--- config.mk ---
export PLATFORM = sky130hd
export DESIGN_NAME = axis_channel_averager
export DESIGN_NICKNAME = d
export VERILOG_FILES = /design/src/rtl/axis_channel_averager.sv
export SDC_FILE = /design/constraint.sdc
export NUM_CORES = 1
export LEC_CHECK = 0
export CAP_MARGIN = 20
export CORE_MARGIN = 8
export CORE_UTILIZATION = 50
export CTS_CLUSTER_SIZE = 10
export DETAILED_ROUTE_END_ITERATION = 8
export PLACE_DENSITY_LB_ADDON = 0.05
export REMOVE_ABC_BUFFERS = 1
export SKIP_LAST_GASP = 1
export SLEW_MARGIN = 10
export SYNTH_ARGS = -nofsm -noshare
export SYNTH_HDL_FRONTEND = slang
export SYNTH_SLANG_ARGS = --single-unit
--- constraint.sdc ---
create_clock -name aclk -period 11.34 [get_ports aclk]
set_clock_uncertainty 0.1 [all_clocks]
set_input_delay 1.701 -clock aclk [delete_from_list [all_inputs] [get_ports aclk]]
set_output_delay 1.701 -clock aclk [all_outputs]
set_load 0.01 [all_outputs]
--- src/rtl/axis_channel_averager.sv ---
// Two-channel AXI-Stream block averager: sums 2^k signed beats per channel and
// emits (sum >>> k) once per block through a single registered output slot.

module axis_channel_averager_lane #(
  parameter int HALF           = 16,
  parameter int LOG2_MAX_RATIO = 8,
  parameter int KW             = 4
) (
  input  logic            aclk,
  input  logic            reset,
  input  logic            accept,
  input  logic            first,
  input  logic            last,
  input  logic [KW-1:0]   k,
  input  logic [HALF-1:0] din,
  output logic [HALF-1:0] dout
);
  localparam int ACC_W = HALF + LOG2_MAX_RATIO;

  logic signed [ACC_W-1:0] acc_q, acc_d, sum;
  logic        [HALF-1:0]  out_q, out_d;

  always_comb begin
    // The first beat of a block replaces the stale sum rather than adding to it.
    sum   = (first ? '0 : acc_q) + {{LOG2_MAX_RATIO{din[HALF-1]}}, din};
    acc_d = acc_q;
    out_d = out_q;
    if (accept) begin
      acc_d = sum;
      if (last) out_d = HALF'(sum >>> k);
    end
  end

  always_ff @(posedge aclk) begin
    if (reset) begin
      acc_q <= '0;
      out_q <= '0;
    end else begin
      acc_q <= acc_d;
      out_q <= out_d;
    end
  end

  assign dout = out_q;
endmodule

module axis_channel_averager #(
  parameter int AXIS_TDATA_WIDTH = 32,
  parameter int LOG2_MAX_RATIO   = 8
) (
  input  logic                                 aclk,
  input  logic                                 reset,
  input  logic [$clog2(LOG2_MAX_RATIO+1)-1:0]  log2_ratio,
  input  logic [AXIS_TDATA_WIDTH-1:0]          S_AXIS_tdata,
  input  logic                                 S_AXIS_tvalid,
  output logic                                 S_AXIS_tready,
  input  logic                                 M_AXIS_tready,
  output logic [AXIS_TDATA_WIDTH-1:0]          M_AXIS_tdata,
  output logic                                 M_AXIS_tvalid
);
  localparam int HALF   = AXIS_TDATA_WIDTH / 2;
  localparam int KW     = $clog2(LOG2_MAX_RATIO + 1);
  localparam int CNT_W  = (LOG2_MAX_RATIO > 0) ? LOG2_MAX_RATIO : 1;
  localparam int NUM_CH = 2;

  logic [CNT_W-1:0] cnt_q, cnt_d;
  logic [KW-1:0]    k_q, k_d, k_clamp, k_eff;
  logic             vld_q, vld_d;
  logic [CNT_W:0]   blk_len;
  logic             first, last, s_ready, accept;

  logic [NUM_CH-1:0][HALF-1:0] in_ch, out_ch;

  assign in_ch = S_AXIS_tdata;

  always_comb begin
    k_clamp = (log2_ratio > KW'(LOG2_MAX_RATIO)) ? KW'(LOG2_MAX_RATIO) : log2_ratio;
    first   = (cnt_q == '0);
    // At a block boundary k is not latched yet, so the live request decides.
    k_eff   = first ? k_clamp : k_q;
    blk_len = (CNT_W+1)'(1) << k_eff;
    last    = ({1'b0, cnt_q} == (blk_len - (CNT_W+1)'(1)));
    s_ready = !reset && !(last && vld_q && !M_AXIS_tready);
    accept  = S_AXIS_tvalid && s_ready;

    cnt_d = cnt_q;
    k_d   = k_q;
    vld_d = vld_q;
    if (accept) begin
      cnt_d = last ? '0 : cnt_q + CNT_W'(1);
      if (first) k_d = k_clamp;
    end
    if (accept && last)  vld_d = 1'b1;
    else if (M_AXIS_tready) vld_d = 1'b0;
  end

  always_ff @(posedge aclk) begin
    if (reset) begin
      cnt_q <= '0;
      k_q   <= '0;
      vld_q <= 1'b0;
    end else begin
      cnt_q <= cnt_d;
      k_q   <= k_d;
      vld_q <= vld_d;
    end
  end

  for (genvar c = 0; c < NUM_CH; c++) begin : g_ch
    axis_channel_averager_lane #(
      .HALF           (HALF),
      .LOG2_MAX_RATIO (LOG2_MAX_RATIO),
      .KW             (KW)
    ) u_lane (
      .aclk   (aclk),
      .reset  (reset),
      .accept (accept),
      .first  (first),
      .last   (last),
      .k      (k_eff),
      .din    (in_ch[c]),
      .dout   (out_ch[c])
    );
  end

  assign S_AXIS_tready = s_ready;
  assign M_AXIS_tvalid = vld_q;
  assign M_AXIS_tdata  = out_ch;
endmodule

**Yosys cells after proc, flatten, opt, wreduce, memory -nomap -nowiden**

Cells that the tools add are included.

- Flip-flop bits (word level): 93
- Word-level logic and storage cells: 34
- Output and inout port bits: 34
- Input bits: 40

- Add/subtract/negate cells: 4
- Magnitude comparators: 1
- Eq/ne operators: 1
- Mux-type cells: 7
- Shifts and indexed selects: 3
- Reduce and logical (&&, ||, !) cells: 11

Operators by type and width:

| kind | number |
|---|---|
| $add 24x24->24 | 2 |
| $mux 24 | 2 |
| $sshr 24x4->16 | 2 |
| $eq 8x9->1 | 1 |
| $shl 1x4->9 const A | 1 |
| $sub 9x1->9 const B | 1 |
| $add 8x1->8 const B | 1 |
| $logic_not 8->1 | 1 |
| $mux 4 | 2 |
| $mux 8 | 1 |
| $logic_and 1x1->1 | 5 |
| $gt 4x4->1 const B | 1 |
| $logic_not 1->1 | 3 |
| $mux 1 | 2 |
| $reduce_and 2->1 | 1 |
| $reduce_bool 2->1 | 1 |

**Depth between registers and ports, before layout**

- Depth after elaboration: 13
- Depth in mapped cells: 23
- Mapped depth without buffers: 18

**By module**

From an unflattened synthesis, not the netlist that was laid out.

- Cells, all modules: 1274
- Area total of the unflattened synthesis: 9950.8 um2

By module, submodules not included:

| module | area an instance (um2) | cells each | instances | seq. area each (um2) |
|---|---|---|---|---|
| axis_channel_averager_lane at g_ch[1].u_lane | 4390.5 | 570 | 1 | 800.8 |
| axis_channel_averager_lane at g_ch[0].u_lane | 4169.0 | 515 | 1 | 800.8 |
| axis_channel_averager | 1391.3 | 189 | 1 | 260.2 |

**Least setup slack after synthesis**

OpenSTA, ideal clock, no wires.

- Path type: in2out
- From: in log2_ratio[0]
- To: out S_AXIS_tready
- Buffers on the path: 2
- Cell stages on the path: 16
- Required time: 9.539 ns
- Setup slack: 5.297 ns
- Data arrival time: 4.242 ns
- Cells stage by stage: inv_1 > nor2_1 > mux2i_1 > buf_1 > nor2_1 > nand2_1 > ha_1 > clkbuf_1 > inv_1 > a21oi_1 > a311oi_1 > nor2_1 > nand3_1 > or4_4 > nor2_1 > nor2_1

- Word-level cells in the longest chain between the ends: 10

Ends and longest elaborated chain:

| item | line | text |
|---|---|---|
| start, declared | 53 | `input logic [$clog2(LOG2_MAX_RATIO+1)-1:0] log2_ratio,` |
| $gt 4x4->1 | 77 | `k_clamp = (log2_ratio > KW'(LOG2_MAX_RATIO)) ? KW'(LOG2_MAX_RATIO) : log2_ratio;` |
| $mux 4 (*) | 77 |  |
| $mux 4 (*) | - |  |
| $shl 1x4->9 (*) | 81 | `blk_len = (CNT_W+1)'(1) << k_eff;` |
| $sub 9x1->9 (*) | 82 | `last = ({1'b0, cnt_q} == (blk_len - (CNT_W+1)'(1)));` |
| $eq 8x9->1 (*) | 82 |  |
| $logic_and 1x1->1 (*) (2 in series) | 83 | `s_ready = !reset && !(last && vld_q && !M_AXIS_tready);` |
| $logic_not 1->1 (*) | 83 |  |
| $logic_and 1x1->1 (*) | 83 |  |
| end, declared | 56 | `output logic S_AXIS_tready,` |

Mark *: on every way between the ends. The rest lies on a longest branch, timed or not.

**Worst setup path after layout**

Ends and elaborated chain as after synthesis.

==> metrics.md <==
| Metric | Value |
|---|---|
| Outcome | `finished, final reports clean` |
| Post-CTS setup buffer count | `0` |
| Unrepaired setup endpoints after global routing | `no` |
| Commonest cells after routing, fill and taps aside | `nand2_1, nor2_1, dfxtp_1, a21oi_1, o21ai_0` |
| HPWL after DPL | `21,700 um` |
| Cell Area, Synth | `9380 um2` |
| Hold Startpoint | `g_ch[1].u_lane.acc_q[4]` |
| Syn Area/Cell | `7.35 um2` |
| Most common cell after layout, fill and taps aside | `nand2_1` |
| Critical path peak fanout | `29` |
| Synth area leaders | `dfxtp_1, ha_1, nand2_1` |
| Sequential area share after synthesis | `0.199` |
| Reg power frac | `0.321` |
| CP most frequent cell | `nor2_1` |
| Die Wd | `153 um` |
| Starting density of the core | `0.505` |
| Synth-to-layout area growth | `11.4%` |
| Global route total overflow | `0` |
| Post-synthesis async set-or-reset flop share | `0` |
| R2R cell count | `20` |
| First-pass GRT wire length | `48,900 um` |
| Max VDD drop | `74.1 uV` |
| Switch Pwr | `0.422 mW` |
| Hold Path End | `g_ch[1].u_lane.acc_q[4]` |
| Synth cell types | `95` |
| Slowest stage delay, CP | `0.58 ns` |
| Fill cells | `1,806` |
| Num CTS Buffers | `9` |
| Critical Path RT | `9.54 ns` |
| Arr. time, crit path | `5.80 ns` |
| Final period utilization | `0.670` |
| Vias/cell | `6.41` |
| Core area | `18,600 um2` |
| ANT nets after route | `0` |
| Final Hold Vio Count | `0` |
| CTS Buffer Depth | `2` |
| Min Tclk post-route | `7.60 ns` |
| Root Buffer | `clkbuf_16` |
| Final GP Congestion | `0.940` |
| Clock transition at path regs | `0.07 ns` |
| Worst R2R Setup Slack | `5.71 ns` |
| Logic pwr share | `0.386` |
| DRC Markers | `0` |
| Via count | `9,787` |
| Num ports | `74` |
| WHS Path Cells | `2` |
| FP Rows | `50` |
| Largest net degree at the start of global routing | `66` |
| TNS Setup | `0 ns` |
| CTS HTree Levels | `3` |
| Int Pwr | `0.683 mW` |
| Worst Path Buf+Inv | `4` |
| Worst-Skew Late Latency | `0.35 ns` |
| Final setup fails | `0` |
| P_leak | `4.21 nW` |
| Critical path endpoint category | `output port` |
| Post-layout util | `0.562` |
| Critical path launch point type | `input pin` |
| Synth top area share | `0.199` |
| Initial antenna violation count | `0` |
| Synth warnings | `0` |
| Layout cells sized above 1 | `0.0657` |
| R2R Path End | `cnt_q[6]` |
| Clk network pwr share | `0.293` |
| Wirelength per Cell | `19.8 um` |
| Yosys reg bits | `93` |
| CP Class | `in2out` |
| DRT iter0 DRCs | `831` |
| Worst-path cell chain | `clkdlybuf4s50_1 > inv_1 > nor2_1 > mux2i_4 > buf_4 > nor2_1 > nand2_1 > ha_1 > xor2_1 > nor3_1 > nor3_1 > xnor2_1 > or4_4 > nor2_1 > nor2_1 > clkdlybuf4s50_1` |
| Port Buffers | `73` |
| Fin. max-slew vios | `0` |
| Pwr dens | `106 nW/um2` |
| Fmax | `132 MHz` |
| Slowest-stage cell, CP | `nor2_1` |
| PostCTS Resize Cnt | `0` |
| Hold crit path type | `reg2reg` |
| Post-synth EDFFs | `0` |
| Max Cap Viol | `0` |
| Worst path top cell family by delay | `simple AND/OR/NAND/NOR gates` |
| Routed Wire Length | `30,300 um` |
| Pre-antenna DRT Iters | `7` |
| Cells after Synth | `1,275` |
| Main synth FF type | `dfxtp_1` |
| Critical Path Stages | `16` |
| Chip Height | `153 um` |
| Die area | `23,400 um2` |
| Diodes inserted | `0` |
| Max-slew headroom | `0.207` |
| Nets | `1,380` |
| GRT Util Overall | `0.252` |
| CTS tree | `built` |
| Synth area leader | `dfxtp_1` |
| Post-cts hold buffer count | `0` |
| Worst-Margin Slew | `1.16 ns` |
| Clk sink count | `93` |
| Worst r2r src | `cnt_q[0]` |
| Switching Fraction | `0.382` |
| Vias in the first global route | `8,935` |
layout make-up:
class	instances	area, um2	area share
clock buffers	11	243	0.0232
clock inverters	5	58.8	0.00563
well taps	234	293	0.0280
flip-flops and latches	93	1860	0.178
multi-input cells	1074	7060	0.676
inverters	25	93.8	0.00898
repair buffers	86	832	0.0797
cell families (layout without fill, tap and decap cells):
family	count (synthesis)	after routing	synth area share
AND/OR/NAND/NOR	491	491	0.259
AO/OA/AOI/OAI	451	451	0.335
buffers and inverters	108	127	0.0524
flip-flops	93	93	0.199
adder cells (fa/ha/maj)	51	51	0.0697
multiplexers	42	42	0.0484
XOR/XNOR	39	39	0.0364
routing by layer:
| layer | global-route usage | up-vias | part of all wire |
|---|---|---|---|
| met5 | 0 | - | 0 |
| met4 | 0.0730 | 0 | 0.020 |
| met3 | 0.0333 | 43 | 0.071 |
| met2 | 0.397 | 391 | 0.44 |
| met1 | 0.352 | 4572 | 0.47 |
| li1 | - | 4781 | - |
worst max-delay path by stage:
stage,startpoint,slack [ns],to
finish,log2_ratio[0],3.74,S_AXIS_tready
global route,log2_ratio[0],3.51,S_AXIS_tready
CTS,log2_ratio[0],3.80,S_AXIS_tready
detailed placement,log2_ratio[0],3.80,S_AXIS_tready
global placement,log2_ratio[0],3.81,S_AXIS_tready
floorplan,log2_ratio[0],4.17,S_AXIS_tready
cells in the mapped netlist (all sizes together), types with 12 or more instances:
cell / instances
nand2: 139
nor2: 126
o21ai: 100
dfxtp: 93
a21oi: 87
and2: 66
clkbuf: 54
ha: 49
a21o: 33
mux2i: 33
a211oi: 32
a31o: 29
buf: 29
nand3: 29
nor3: 29
xnor2: 28
inv: 24
and3: 19
o211ai: 17
a31oi: 15
o21a: 14
or2: 14
nand2b: 12
worst register-to-register path, cell delays in order (launching register included):
cell      delay, ns
dfxtp_1        0.40
inv_1          0.09
ha_1           0.16
or4b_1         0.69
nor2_8         0.31
mux2i_4        0.25
buf_4          0.39
nor2_1         0.29
nand2_1        0.14
ha_1           0.35
inv_1          0.14
a21oi_1        0.16
a311oi_1       0.07
nor2_1         0.17
nand3_1        0.10
or4_4          0.59
o21ai_4        0.13
buf_4          0.57
or3_1          0.23
xor2_1         0.14
nor2_1         0.05
metrics by stage:
stage	total power [mW]	setup WS (ns)	instance area [um2]	instances	hold WS, ns
after CTS	1.10	3.80	10400	1527	0.346
after global routing	1.17	3.51	10400	1528	0.370
after floorplan	0.658	4.17	8980	1192	0.324
after detailed placement	0.779	3.80	10100	1511	0.337
final	1.11	3.74	10400	1528	0.343
after global placement	0.777	3.81	10100	1511	0.333
registers in the layout, indices dropped and copies added, names as in the netlist:
name,cells
M_AXIS_tvalid,1
cnt_q,8
g_ch.u_lane.acc_q,48
g_ch.u_lane.dout,32
k_q,4
power by group through the flow:
stage               Sequential, mW  Combinational, mW  Clock, mW
floorplan                    0.359              0.299          0
global placement             0.362              0.415          0
detailed placement           0.362              0.417          0
CTS                          0.355              0.419      0.328
global route                 0.357              0.466      0.345
finish                       0.355              0.427      0.324
No activity file was read; power rests on OpenSTA's default activity.
